--- src/rtl/uart_rx_pkg.sv ---
// uart_rx_pkg: shared state encoding, parity constants and majority-vote helper for the UART receiver.
package uart_rx_pkg;
  typedef enum logic [2:0] {
    IDLE    = 3'b000,
    START   = 3'b001,
    DATA    = 3'b011,
    PARITY  = 3'b010,
    STOP    = 3'b110,
    DELIVER = 3'b111
  } state_t;
  localparam logic PAR_EVEN = 1'b0;
  localparam logic PAR_ODD  = 1'b1;
  function automatic logic maj3(input logic a, input logic b, input logic c);
    return (a & b) | (a & c) | (b & c);
  endfunction
endpackage

--- src/rtl/uart_rx_sampler.sv ---
// uart_rx_sampler: rx synchroniser, oversampling tick counter and 2-of-3 mid-bit vote.
module uart_rx_sampler
  import uart_rx_pkg::*;
#(
  parameter int OVS = 8
) (
  input  logic clk,
  input  logic rst,
  input  logic ovs_tick,
  input  logic rx_in,
  input  logic clr,
  output logic bit_value,
  output logic bit_strobe,
  output logic start_edge
);
  localparam int CW = $clog2(OVS);
  logic meta, rx_sync, s0, s1;
  logic [CW-1:0] cnt;
  always_ff @(posedge clk or posedge rst)
    if (rst) begin
      meta    <= 1'b1;
      rx_sync <= 1'b1;
      s0      <= 1'b1;
      s1      <= 1'b1;
      cnt     <= '0;
    end else begin
      meta    <= rx_in;
      rx_sync <= meta;
      if (clr) cnt <= '0;
      else if (ovs_tick) cnt <= (cnt == CW'(OVS - 1)) ? '0 : cnt + 1'b1;
      if (ovs_tick && cnt == CW'(OVS / 2 - 1)) s0 <= rx_sync;
      if (ovs_tick && cnt == CW'(OVS / 2)) s1 <= rx_sync;
    end
  assign bit_strobe = ovs_tick && cnt == CW'(OVS / 2 + 1);
  assign bit_value  = maj3(s0, s1, rx_sync);
  assign start_edge = ovs_tick && !rx_sync;
endmodule

--- src/rtl/uart_rx_core_param.sv ---
// uart_rx_core_param: parametrised UART receive engine (frame FSM, shift register, parity, valid/ready output).
// Optional break detection with UART_RX_BREAK_DET_EN.
module uart_rx_core_param
  import uart_rx_pkg::*;
#(
  parameter int DATA_W    = 8,
  parameter int OVS       = 8,
  parameter int STOP_BITS = 1
) (
  input  logic              clk,
  input  logic              rst,
  input  logic              ovs_tick,
  input  logic              rx_in,
  input  logic              par_en,
  input  logic              par_odd,
  output logic [DATA_W-1:0] rx_data,
  output logic              rx_valid,
  input  logic              rx_ready,
  output logic              parity_err,
  output logic              frame_err,
  output logic              overrun_err,
  output logic              busy
`ifdef UART_RX_BREAK_DET_EN
  ,
  output logic              break_det
`endif
);
  localparam int BW = $clog2(DATA_W + 1);
  state_t state;
  logic [BW-1:0] bit_cnt;
  logic [DATA_W-1:0] shreg;
  logic par_en_q, par_odd_q, par_bad, frm_bad;
  logic bit_value, bit_strobe, start_edge;
`ifdef UART_RX_BREAK_DET_EN
  localparam int CW = $clog2(OVS);
  logic par_bit, brk_wait;
  logic [CW-1:0] hold_cnt;
`endif
  uart_rx_sampler #(.OVS(OVS)) u_sampler (
    .clk(clk),
    .rst(rst),
    .ovs_tick(ovs_tick),
    .rx_in(rx_in),
    .clr(state == IDLE && start_edge),
    .bit_value(bit_value),
    .bit_strobe(bit_strobe),
    .start_edge(start_edge)
  );
  assign busy = state != IDLE;
  always_ff @(posedge clk or posedge rst)
    if (rst) begin
      state       <= IDLE;
      bit_cnt     <= '0;
      shreg       <= '0;
      par_en_q    <= 1'b0;
      par_odd_q   <= 1'b0;
      par_bad     <= 1'b0;
      frm_bad     <= 1'b0;
      rx_data     <= '0;
      rx_valid    <= 1'b0;
      parity_err  <= 1'b0;
      frame_err   <= 1'b0;
      overrun_err <= 1'b0;
`ifdef UART_RX_BREAK_DET_EN
      break_det   <= 1'b0;
      par_bit     <= 1'b0;
      brk_wait    <= 1'b0;
      hold_cnt    <= '0;
`endif
    end else begin
      parity_err  <= 1'b0;
      frame_err   <= 1'b0;
      overrun_err <= 1'b0;
`ifdef UART_RX_BREAK_DET_EN
      break_det   <= 1'b0;
`endif
      if (rx_valid && rx_ready) rx_valid <= 1'b0;
      case (state)
        IDLE: if (start_edge) begin
          state     <= START;
          par_en_q  <= par_en;
          par_odd_q <= par_odd;
        end
        START: if (bit_strobe) begin
          state   <= bit_value ? IDLE : DATA;
          bit_cnt <= '0;
          par_bad <= 1'b0;
          frm_bad <= 1'b0;
`ifdef UART_RX_BREAK_DET_EN
          par_bit <= 1'b0;
`endif
        end
        DATA: if (bit_strobe) begin
          shreg   <= {bit_value, shreg[DATA_W-1:1]};
          bit_cnt <= (bit_cnt == BW'(DATA_W - 1)) ? '0 : bit_cnt + 1'b1;
          if (bit_cnt == BW'(DATA_W - 1)) state <= par_en_q ? PARITY : STOP;
        end
        PARITY: if (bit_strobe) begin
          par_bad <= bit_value != (^shreg ^ (par_odd_q == PAR_ODD));
          state   <= STOP;
`ifdef UART_RX_BREAK_DET_EN
          par_bit <= bit_value;
`endif
        end
        STOP:
`ifdef UART_RX_BREAK_DET_EN
          // A tick without start_edge means the synchronised line was high on that tick.
          if (brk_wait) begin
            if (ovs_tick) begin
              hold_cnt <= start_edge ? '0 : hold_cnt + 1'b1;
              if (!start_edge && hold_cnt == CW'(OVS - 1)) begin
                state    <= IDLE;
                brk_wait <= 1'b0;
              end
            end
          end else
`endif
          if (bit_strobe) begin
            if (!bit_value) frm_bad <= 1'b1;
            bit_cnt <= bit_cnt + 1'b1;
            if (bit_cnt == BW'(STOP_BITS - 1)) begin
`ifdef UART_RX_BREAK_DET_EN
              if (!bit_value && shreg == '0 && !par_bit) begin
                break_det <= 1'b1;
                brk_wait  <= 1'b1;
                hold_cnt  <= '0;
              end else
`endif
              state <= DELIVER;
            end
          end
        DELIVER: begin
          state <= IDLE;
          if (frm_bad) frame_err <= 1'b1;
          else if (par_bad) parity_err <= 1'b1;
          else if (!rx_valid || rx_ready) begin
            rx_data  <= shreg;
            rx_valid <= 1'b1;
          end else overrun_err <= 1'b1;
        end
        default: state <= IDLE;
      endcase
    end
endmodule

--- config.mk ---
export PLATFORM = sky130hd
export DESIGN_NAME = uart_rx_core_param
export DESIGN_NICKNAME = d
export VERILOG_FILES = /design/src/rtl/uart_rx_pkg.sv /design/src/rtl/uart_rx_sampler.sv /design/src/rtl/uart_rx_core_param.sv
export SDC_FILE = /design/constraint.sdc
export NUM_CORES = 1
export LEC_CHECK = 0
export ABC_AREA = 1
export BUFFER_PORTS_ARGS = -buffer_cell sky130_fd_sc_hd__buf_2
export CAP_MARGIN = 15
export CELL_PAD_IN_SITES_DETAIL_PLACEMENT = 2
export CELL_PAD_IN_SITES_GLOBAL_PLACEMENT = 2
export CORE_ASPECT_RATIO = 0.9
export CORE_MARGIN = 1.5
export CORE_UTILIZATION = 32
export DETAILED_ROUTE_END_ITERATION = 8
export PLACE_DENSITY_LB_ADDON = 0.05
export REMOVE_ABC_BUFFERS = 1
export SYNTH_ARGS = -nofsm -noshare
export SYNTH_HDL_FRONTEND = slang
export SYNTH_SLANG_ARGS = --single-unit
export TNS_END_PERCENT = 20
--- constraint.sdc ---
create_clock -name clk -period 1.5 [get_ports clk]
set_clock_uncertainty 0.15 [all_clocks]
set_input_delay 0.15 -clock clk [delete_from_list [all_inputs] [get_ports clk]]
set_output_delay 0.15 -clock clk [all_outputs]
set_load 0.005 [all_outputs]
==> reports/metrics.csv <==
metric,value,unit
# diodes,0,
DRT iter0 DRCs,29,
Setup crit end kind,flip-flop,
Setup crit start kind,flip-flop,
fin area,2920,um2
Power Dens Cells,2210,nW/um2
Static Leak,1.46,nW
vias in the first global route,1881,
Crit Path Max Fanout,5,
first-pass GRT wire length,9.05,mm
Chip Height,77.6,um
Placer Congestion,0.727,
final setup vio count,18,
type of the tightest min-delay check,in2reg,
1st-pass router iterations,4,
crit path time final,1.63,ns
vias per std cell,4.86,
CP Data Arrival Time,1.66,ns
Yosys top cell area share,43.0,%
worst setup path category,reg2reg,
Setup crit start,u_sampler.cnt[1],
FILL cells,624,
# clock sinks,38,
final wirelength,6.82,mm
die area,6670,um2
drt drc,0,
H-tree Lvls,2,
Post-synth top cells,"70 x nand2_1, 34 x dfrtp_1, 28 x inv_1",
CP dominant cell by count,a21oi_2,
slew at the pin closest to its max-slew limit,0.275,ns
antenna violations before repair,0,
total global routing overflow,0,
clock root buffer,clkbuf_8,
Placeable Area,5820,um2
maxcap violations,0,
relative slew slack,81.5,%
cells after synthesis,233,
"Seq/Total Area, Yosys",48.3,%
Final Max Slew Viols,0,
setup TNS,-1.23,ns
failing checks,setup timing,
number of buffers and inverters on the critical path,3,
top-count cell post-synth,nand2_1,
Num CTS Buffers,5,
Worst-Skew Late Latency,0.29,ns
synth unique cells,29,
WP depth,9,
part of the cycle the worst path needs,109,%
DIE WIDTH,85.9,um
Post-synth EDFFs,0,
I/O Pins,20,
clk buf depth,2,
"slowest stage delay, CP",0.41,ns
"Slowest-stage cell, CP",dfrtp_1,
CTS tree,done,
ys async rst share,100,%
VDD IR max,0.845,mV
outcome,finished with violations,
Layout area overhead,47.6,%
Yosys Warn Count,0,
routed via count,1829,
cell type with the largest total area after synthesis,dfrtp_1,
layout cells sized above 1,50.7,%
placed cell area,2290,um2
DP Cell Count,336,
clk slew on worst S/H paths,0.08,ns
CP Cell Sequence,inv_2 > ha_4 > nand2_4 > nor2_4 > inv_4 > nor2_2 > inv_1 > a21oi_2 > a21oi_2,
synthesized area,1980,um2
largest net degree at the start of global routing,39,
"CP delay by family, top",flip-flops,
r2r endpoint,par_bad,
synthesized flop and latch total,38,
Max Clock Freq,612,MHz
number of I/O port buffers,19,
worst reg-to-reg path cell count,9,
Most used DFF post-synth,dfrtp_1,
Finished Layout Cells,376,
Tot GR Track Use,17.1,%
RSZ-0062 raised after global routing,yes,
"top cells by area, synth","dfrtp_1 43%, nand2_1 13%, dfstp_2 5.3%",
Detail Route Antenna Nets,0,
Final Hold Fails,0,
CP Capture Point,par_bad,
Rows,26,
r2r setup slk,-0.13,ns
Final WS setup,-0.134,ns
Initial Utilization,34.0,%
nets,319,
worst endpoint required time,1.53,ns
beginning of the worst register-to-register path,u_sampler.cnt[1],
HPWL after detailed placement,3.58,mm
WL per Instance,18.1,um
"Avg Cell Area, Syn",8.50,um2
[layer usage]
metal	up-vias	global-route usage, %	part of all wire, %
li1	878	-	-
met1	913	22.6	41
met2	28	29.4	55
met3	10	3.19	2.1
met4	0	3.39	2.1
met5	-	0	0
[cell families (layout without fill, tap and decap cells)]
logic type	after synthesis	count (layout)	share of synthesized area [%]
AOI/OAI and AO/OA	41	41	14.2
xor gates and xnor gates	1	1	0.442
adders and majority gates	7	7	4.42
buffers and inverters	39	112	8.34
DFF	38	38	48.3
and+or+nand+nor	107	107	24.4
[registers in the layout, indices dropped and copies added (netlist names)]
signal / cells
u_sampler.cnt: 3
frame_err: 1
u_sampler.s1: 1
u_sampler.meta: 1
u_sampler.s0: 1
overrun_err: 1
frm_bad: 1
state: 3
par_en_q: 1
u_sampler.rx_sync: 1
parity_err: 1
rx_data: 8
par_bad: 1
rx_valid: 1
bit_cnt: 4
par_odd_q: 1
shreg: 8
[through the flow]
stage	power (mW)	util (%)	worst slack [ns]	hold WS (ns)
after global placement	3.99	39.3	-0.000812	0.0727
after CTS	5.59	44.6	-0.0431	0.0142
after detailed placement	4.09	39.3	-0.0879	0.0717
after floorplan	3.25	-	0.0613	0.00448
final	6.45	50.2	-0.134	0.0121
after global routing	6.91	50.2	-0.214	0.0274
[tightest hold or removal path, delay by kind of cell]
| family | cells | cell delay, ns |
|---|---|---|
| and+or+nand+nor | 2 | 0.16 |
| buffers and inverters | 2 | 0.11 |
[placed cells by master, fill, tap and decap left out, types with 3 or more instances in the layout]
cell	instances
nand2_1	58
buf_4	34
dfrtp_1	31
inv_1	21
buf_2	18
nand2_2	12
o21ai_2	12
o21ai_0	12
inv_2	10
buf_6	10
nand3_1	7
nor2_1	6
nor2_2	6
clkbuf_8	6
nand3_2	5
inv_4	5
nand2_4	4
nor2_4	4
o21ai_1	4
dlygate4sd3_1	4
dfstp_2	4
a21oi_2	3
ha_1	3
dfrtp_2	3
[worst min-delay path by stage]
stage / from / to / slack [ns] / cells after the start
3_5_place_dp: rst / rx_data[6] / 0.07 / 3
3_3_place_gp: rst / rx_data[5] / 0.07 / 3
2_1_floorplan: rx_in / u_sampler.meta / 0.004 / 0
6_report: rx_ready / overrun_err / 0.01 / 4
5_1_grt: rx_ready / overrun_err / 0.03 / 4
4_1_cts: rx_ready / rx_valid / 0.01 / 4
[report_power, final]
group          leakage [nW]  switching, mW  total (mW)  internal, mW
logic                 0.911           1.90        3.43          1.54
registers             0.477          0.467        1.93          1.46
clock network        0.0714          0.384        1.09         0.710
total                  1.46           2.75        6.45          3.71
[repair_timing]
action                     4_1_cts  5_1_grt
hold buffers                     4        0
setup endpoints to repair       19       31
hold endpoints to repair        41        0
pin swaps                        4       19
setup buffers                    7       21
resized for setup               22       51
[cell type report]
class | instances | area [um2] | area share [%]
multi-input combinational | 156 | 1050 | 35.9
sequential | 38 | 960 | 32.8
timing repair buffer | 68 | 538 | 18.4
inverter | 36 | 148 | 5.05
tap | 70 | 87.6 | 3.00
clock buffer | 6 | 82.6 | 2.82
clock inverter | 2 | 60.1 | 2.05
Power figures use the tool's default switching activity.
